==> config.mk <==
export PLATFORM = sky130hd
export DESIGN_NAME = lock_ctrl
export DESIGN_NICKNAME = d
export VERILOG_FILES = /design/src/rtl/lock_ctrl.sv
export SDC_FILE = /design/constraint.sdc
export NUM_CORES = 1
export LEC_CHECK = 0
export BUFFER_PORTS_ARGS = -buffer_cell sky130_fd_sc_hd__buf_2
export CAP_MARGIN = 10
export CORE_MARGIN = 5
export CORE_UTILIZATION = 52
export DETAILED_ROUTE_END_ITERATION = 16
export GPL_ROUTABILITY_DRIVEN = 0
export GPL_TIMING_DRIVEN = 0
export PLACE_DENSITY = 0.86
export SKIP_CTS_REPAIR_TIMING = 1
export SLEW_MARGIN = 20
export SYNTH_ARGS = -nofsm -noshare
export SYNTH_HDL_FRONTEND = slang
export SYNTH_SLANG_ARGS = --single-unit
export TNS_END_PERCENT = 50
==> constraint.sdc <==
create_clock -name clk -period 2.3 [get_ports clk]
set_clock_uncertainty 0.2 [all_clocks]
set_input_delay 0.115 -clock clk [delete_from_list [all_inputs] [get_ports clk]]
set_output_delay 0.115 -clock clk [all_outputs]
set_load 0.02 [all_outputs]
==> src/rtl/lock_ctrl.sv <==
// -----------------------------------------------------------------------------
// lock_ctrl -- control unit for the digital-lock datapath.
//
// Sequences one key entry at a time through load, compare, open, fail and
// lockout, drives the datapath strobes and produces unlock/alarm.
//
// Ports
//   clk        in   system clock, rising edge
//   rst_n      in   asynchronous active-low reset
//   key_valid  in   one-cycle pulse: datapath data_in holds an entered code
//   equal      in   datapath: entry register matches stored code
//   not_equal  in   datapath: entry register differs from stored code
//   lte        in   datapath: attempt count <= limit
//   gt         in   datapath: attempt count >  limit
//   ldep       out  load strobe for the entry register
//   clep       out  clear strobe for the entry register
//   incc       out  increment strobe for the attempt counter
//   unlock     out  lock open
//   alarm      out  lockout active
//   busy       out  FSM is working on an entry; key_valid is ignored
//
// Handshake: key_valid is a fire-and-forget pulse with no ready. It is taken
// only when sampled in IDLE; pulses in any other state (including the CLR
// cycle that precedes IDLE) are dropped, never queued.
//
// Optional build macro: LOCK_TIMED_LOCKOUT_EN
//   defined   -> LOCK ends after LOCKOUT_CYCLES cycles and returns via CLR
//   undefined -> LOCK is terminal until rst_n is asserted
//
// All outputs are registered Moore outputs: each is decoded from the next
// state and flopped, so every output is a flop with a clean reset value.
// -----------------------------------------------------------------------------
module lock_ctrl #(
  parameter int unsigned OPEN_CYCLES    = 16,
  parameter int unsigned LOCKOUT_CYCLES = 64,
  parameter int unsigned TMR_W          = 8
) (
  input  logic clk,
  input  logic rst_n,
  input  logic key_valid,
  input  logic equal,
  input  logic not_equal,
  input  logic lte,
  input  logic gt,
  output logic ldep,
  output logic clep,
  output logic incc,
  output logic unlock,
  output logic alarm,
  output logic busy
);

  typedef enum logic [2:0] {
    S_CLR  = 3'd0,
    S_IDLE = 3'd1,
    S_LOAD = 3'd2,
    S_CMP  = 3'd3,
    S_OPEN = 3'd4,
    S_FAIL = 3'd5,
    S_CHK  = 3'd6,
    S_LOCK = 3'd7
  } state_e;

  localparam logic [TMR_W-1:0] OPEN_LAST = TMR_W'(OPEN_CYCLES - 1);

`ifdef LOCK_TIMED_LOCKOUT_EN
  localparam logic [TMR_W-1:0] LOCK_LAST = TMR_W'(LOCKOUT_CYCLES - 1);
`else
  // The lockout length only matters when the lockout is timed.
  logic unused_lockout_cfg;
  assign unused_lockout_cfg = ^LOCKOUT_CYCLES;
`endif

  state_e           state_q, state_d;
  logic [TMR_W-1:0] timer_q, timer_d;
  logic             ldep_q, ldep_d;
  logic             clep_q, clep_d;
  logic             incc_q, incc_d;
  logic             unlock_q, unlock_d;
  logic             alarm_q, alarm_d;
  logic             busy_q, busy_d;
  logic             count_en;

  // ---------------------------------------------------------------------------
  // Next-state logic
  // ---------------------------------------------------------------------------
  always_comb begin
    state_d = state_q;
    case (state_q)
      S_CLR:  state_d = S_IDLE;
      S_IDLE: if (key_valid) state_d = S_LOAD;
      S_LOAD: state_d = S_CMP;
      // Only a clean equal/not_equal pair opens; any illegal pair fails.
      S_CMP:  state_d = (equal && !not_equal) ? S_OPEN : S_FAIL;
      S_OPEN: if (timer_q == OPEN_LAST) state_d = S_CLR;
      S_FAIL: state_d = S_CHK;
      // Only a clean lte/gt pair releases; any illegal pair locks.
      S_CHK:  state_d = (lte && !gt) ? S_CLR : S_LOCK;
`ifdef LOCK_TIMED_LOCKOUT_EN
      S_LOCK: if (timer_q == LOCK_LAST) state_d = S_CLR;
`else
      S_LOCK: state_d = S_LOCK;
`endif
      default: state_d = S_CLR;
    endcase
  end

  // ---------------------------------------------------------------------------
  // Timer: restarts from zero on every state entry, counts only in timed
  // states. It never wraps because each timed state exits at its last count.
  // ---------------------------------------------------------------------------
  always_comb begin
`ifdef LOCK_TIMED_LOCKOUT_EN
    count_en = (state_q == S_OPEN) || (state_q == S_LOCK);
`else
    count_en = (state_q == S_OPEN);
`endif
    timer_d = '0;
    if (count_en && (state_d == state_q)) begin
      timer_d = timer_q + 1'b1;
    end
  end

  // ---------------------------------------------------------------------------
  // Output decode from the next state, flopped below.
  // busy is low in CLR as well as IDLE so that reset leaves it low.
  // ---------------------------------------------------------------------------
  always_comb begin
    ldep_d   = (state_d == S_LOAD);
    clep_d   = (state_d == S_CLR);
    incc_d   = (state_d == S_FAIL);
    unlock_d = (state_d == S_OPEN);
    alarm_d  = (state_d == S_LOCK);
    busy_d   = !((state_d == S_IDLE) || (state_d == S_CLR));
  end

  always_ff @(posedge clk or negedge rst_n) begin
    if (!rst_n) begin
      state_q  <= S_CLR;
      timer_q  <= '0;
      ldep_q   <= 1'b0;
      clep_q   <= 1'b1;
      incc_q   <= 1'b0;
      unlock_q <= 1'b0;
      alarm_q  <= 1'b0;
      busy_q   <= 1'b0;
    end else begin
      state_q  <= state_d;
      timer_q  <= timer_d;
      ldep_q   <= ldep_d;
      clep_q   <= clep_d;
      incc_q   <= incc_d;
      unlock_q <= unlock_d;
      alarm_q  <= alarm_d;
      busy_q   <= busy_d;
    end
  end

  assign ldep   = ldep_q;
  assign clep   = clep_q;
  assign incc   = incc_q;
  assign unlock = unlock_q;
  assign alarm  = alarm_q;
  assign busy   = busy_q;

endmodule
======== Yosys cells after proc, flatten, opt, wreduce, memory -nomap -nowiden ========
Cells that the tools add are included.
storage, ports and cells
  bits of input ports ..................... 7
  output and inout port bits .............. 6
  word-level logic and storage cells ...... 38
  flip-flop bits (word level) ............. 17
operators by class
  add/subtract/negate cells ............... 1
  equal/unequal tests ..................... 14
  reduce and logical (&&, ||, !) cells .... 9
  muxes and demuxes ....................... 6
operators by type and width
  kind                                            number
  case mux 3 bit (8 select lines)                 1
  == test 3 bit (second input constant)           7
  == test 3 x 2 -> 1 bit (second input constant)  3
  two-way mux 3 bit                               3
  adder 8 x 1 -> 8 bit (second input constant)    1
  == test 8 x 4 -> 1 bit (second input constant)  1
  two-way mux 8 bit                               1
  == test 3 x 1 -> 1 bit (second input constant)  2
  zero test 3 bit                                 2
  == test 3 bit                                   1
  logical AND 1 bit                               3
  zero test 1 bit                                 3
  logical OR 1 bit                                1
  two-way mux 1 bit                               1

======== Longest topological paths before layout ========
  depth after elaboration ................. 7
  gate-level depth with buffers ........... 5
  gate-level depth less buffers ........... 4

======== Least setup slack after synthesis ========
No wires, ideal clock.
  path kind ............................... flip-flop to flip-flop
  start point ............................. register timer_q[4]
  end point ............................... register state_q[2]
  clock period less this slack ............ 1.694 ns
  cell stages (with the launch flop) ...... 4
  buffers on the path ..................... 0
  setup time .............................. 0.119 ns
  slack ................................... 0.606 ns
  required time ........................... 1.981 ns
  arrival time ............................ 1.375 ns
  cells stage by stage .................... dfrtp_1 or4_1 o31a_1 a21bo_1
between the ends
  cells in the longest elaborated chain, start to end .. 3
ends and longest elaborated chain
  what                             line  source
  start, declared                  75    logic [TMR_W-1:0] timer_q, timer_d;
  start signal, assigned           149   timer_q <= timer_d;
  == test 8 x 4 -> 1 bit           95    S_OPEN: if (timer_q == OPEN_LAST) state_d = S_CLR;
  two-way mux 3 bit                95
  case mux 3 bit (8 select lines)  89    case (state_q)
  net state_d[2]                   74    state_e state_q, state_d;
  end signal, assigned             148   state_q <= state_d;
  end, declared                    74
The timed path passes the listed nets, and every way through them passes these cells.

======== Worst setup path after layout ========
  start point ............................. register timer_q[4]
  end point ............................... register busy_q (netlist: busy)
between the ends
  cells in the longest elaborated chain, start to end .. 6
  elaborated cells on any way between the ends .. 7
  classes of those cells .................. eq/ne (2); mux (2); reduce/logical (3)
ends and longest elaborated chain
  what                                                              line  source
  == test 8 x 4 -> 1 bit (*)                                        95
  two-way mux 3 bit (*)                                             95
  case mux 3 bit (8 select lines) (*)                               89
  == test 3 x 1 -> 1 bit / zero test 3 bit (equally long branches)  134   busy_d = !((state_d == S_IDLE) || (state_d == S_CLR));
  logical OR 1 bit (*)                                              134
  zero test 1 bit (*)                                               134
  net busy_d                                                        81    logic busy_q, busy_d;
  end signal, assigned                                              155   busy_q <= busy_d;
  end, declared                                                     81
The timed path passes the listed nets; every way through them passes the cells marked *.

==> flow_summary_export.csv <==
group,metric,value,unit
status,status,"complete, no violations",
sta,tightest_slew,0.417,ns
sta,grt_setup_unrepaired,"no",
route,wirelength,1.56,mm
clock_network,ctsLongestPathBuffers,2,
synth,syn_nets,83,
worst_setup_path,crit_family,"simple AND/OR/NAND/NOR gates",
synth,synth-simple-area-share,19.6,%
sta,fmax,532,MHz
route,firstDrtPassIters,4,
global_routing,antenna_found_initial,0,
die,die_area,2340,um^2
sta,worst_slack,0.420,ns
layout,layout-drive-gt1-share,20.8,%
sta,finalHoldViolCount,0,
layout,layout_common_cells,"dfrtp_1 (16), buf_2 (12), o21ai_0 (8)",
worst_setup_path,start_kind,"flop",
synth,synth_area,766,um^2
worst_setup_path,worstPathArrival,1.82,ns
pwr,ir_drop,477,uV
synth,synth_xor_xnor_area_share,1.14,%
global_routing,grt_max_degree,18,
die,initial_utilization,56.7,%
pwr,leakagePower,0.398,nW
worst_setup_path,reg2reg_depth,3,
pwr,power.density,670,nW/um^2
sta,setup_viol,0,
synth,synthCells,75,
layout,diodes,0,
layout,nNetsFinal,105,
worst_setup_path,cpMaxStageDelayCell,"or4_1",
synth,yosysWarnings,0,
worst_hold_path,hold_path.class,"in2reg",
route,route.vias.total,627,
route,wl_per_cell,14.1,um
worst_setup_path,path_cells,"or4_1, o21bai_1, o21ai_0",
synth,synthAdderAreaFrac,1.63,%
die,std_cell_rows,13,
clock_network,cts_made_buffers,3,
die,fp.dieW,48.4,um
synth,synth_area_per_cell,10.2,um^2
pwr,power,0.617,mW
global_routing,grt_usage,12.8,%
global_routing,grt_pass1_wl,2.40,mm
worst_setup_path,crit_buf_inv,0,
synth,synth_top_family_by_area,"simple AND/OR/NAND/NOR gates",
worst_hold_path,hold_depth,4,
synth,netlist.area_leader.share,52.3,%
die,die_height,48.4,um
worst_setup_path,rrSetupSlack,0.42,ns
worst_hold_path,hp-start,"lte",
worst_setup_path,slowest_delay,0.58,ns
synth,synth-seq-area-share,55.7,%
worst_setup_path,cp_max_fo,7,
layout,fillers,106,
flow_run,maxCapViolations,0,
synth,synthMuxAreaShare,0,%
global_routing,first_global_vias,594,
route,drtIter0Drc,20,
synth,synth_compound_area_share,17.3,%
clock_network,clock_sinks,17,
synth,synth.distinct_cells,30,
layout,final_area,922,um^2
sta,max_slew_margin,71.9,%
sta,min_period,1.88,ns
synth,ys_ff_latch,17,
worst_hold_path,hold_path_end,"alarm",
place,hpwl,1.06,mm
sta,tns,0,ns
sta,final.period_utilization,81.7,%
worst_setup_path,worst_setup_path_end_kind,"flop",
layout,syn_to_final_growth,20.4,%
route,vias_per_cell,5.65,
clock_network,clkTransAtPathRegs,0.10,ns
place,placed_area,845,um^2
worst_setup_path,r2r-start,"timer_q[4]",
worst_setup_path,crit_type,"reg2reg",
clock_network,root_buffer,"clkbuf_4",
worst_setup_path,cp.required,2.24,ns
place,numPortBuffers,12,
die,core,1350,um^2
clock_network,clk_latency,0.29,ns
synth,yosysTopAreaCell,"dfrtp_1",
worst_setup_path,reg2reg_to,"busy",
route,drc,0,
route,ant_nets,0,
global_routing,grt_overflow_total,0,
layout,final_common_cell,"dfrtp_1",
clock_network,h-tree-depth,1,
place,place_ws,0.434,ns
sta,hold_ws,0.00964,ns
sta,report.final.slew_viol_count,0,
synth,synthTopCellsByArea,"dfrtp_1 (52%), o21ai_0 (5.2%), a21oi_1 (4.6%)",
clock_network,cts_tree,"built",
die,ios,13,
## worst max-delay path by stage
stage,start,endpoint,slack [ns],depth (start not counted)
6_report,timer_q[4],busy,0.42,3
5_1_grt,timer_q[4],busy,0.33,3
4_1_cts,timer_q[4],busy,0.42,3
3_5_place_dp,timer_q[4],busy,0.43,3
3_3_place_gp,timer_q[4],busy,0.50,3
2_1_floorplan,timer_q[4],state_q[2],0.61,3
## registers in the layout, indices dropped and copies added, names as in the netlist
register	count
clep	1
incc	1
busy	1
timer_q	8
ldep	1
unlock	1
state_q	3
alarm	1
## report_power, final
part	internal (mW)	switching (mW)
Combinational	0.0512	0.0677
Clock	0.0645	0.0910
Sequential	0.325	0.0180
Total	0.441	0.177
## through the flow
stage	util, %	instances
2_1_floorplan	-	75
3_3_place_gp	62.6	102
3_5_place_dp	62.6	102
4_1_cts	64.6	106
5_1_grt	68.3	111
6_report	68.3	111
## synth_stat cells (all sizes together)
master  number
a21bo        1
a21oi        7
a22o         1
a22oi        1
a311oi       1
a31oi        1
buf          1
clkbuf       2
dfrtp       16
dfstp        1
ha           1
inv          4
nand2        4
nand2b       2
nand3        2
nand3b       3
nand4        1
nor2         5
nor2b        1
nor3         2
nor4         1
o21ai        8
o21bai       1
o31a         1
or3          4
or3b         1
or4          1
xnor2        1
## worst register-to-register path, stage by stage (launching register included)
cell and delay (ns):
dfrtp_1 0.45, or4_1 0.58, o21bai_1 0.31, o21ai_0 0.18
## area by class of cell
| class | count | area, um^2 | area share [%] |
|---|---|---|---|
| well taps | 15 | 18.8 | 2.04 |
| plain buffers | 3 | 20.0 | 2.17 |
| repair buffers | 17 | 110 | 11.9 |
| inverters | 4 | 15.0 | 1.63 |
| flip-flops and latches | 17 | 427 | 46.3 |
| clock buffers | 3 | 22.5 | 2.44 |
| multi-input cells | 51 | 304 | 33.0 |
| clock inverters | 1 | 5.00 | 0.543 |
## cell families (layout without fill, tap and decap cells)
group           Yosys count  in the layout
compound gates           22             22
fa+ha+maj                 1              1
xor+xnor                  1              1
buf+inv                   7             28
simple gates             27             27
flops                    17             17
## per-layer routing
| layer | up-vias | global-route usage [%] | routed length (um) |
|---|---|---|---|
| li1 | 310 | - | - |
| met1 | 291 | 15.6 | 653 |
| met2 | 22 | 19.1 | 790 |
| met3 | 4 | 4.28 | 92 |
| met4 | 0 | 8.29 | 25 |
| met5 | - | 0 | 0 |
Power figures use the tool's default switching activity.
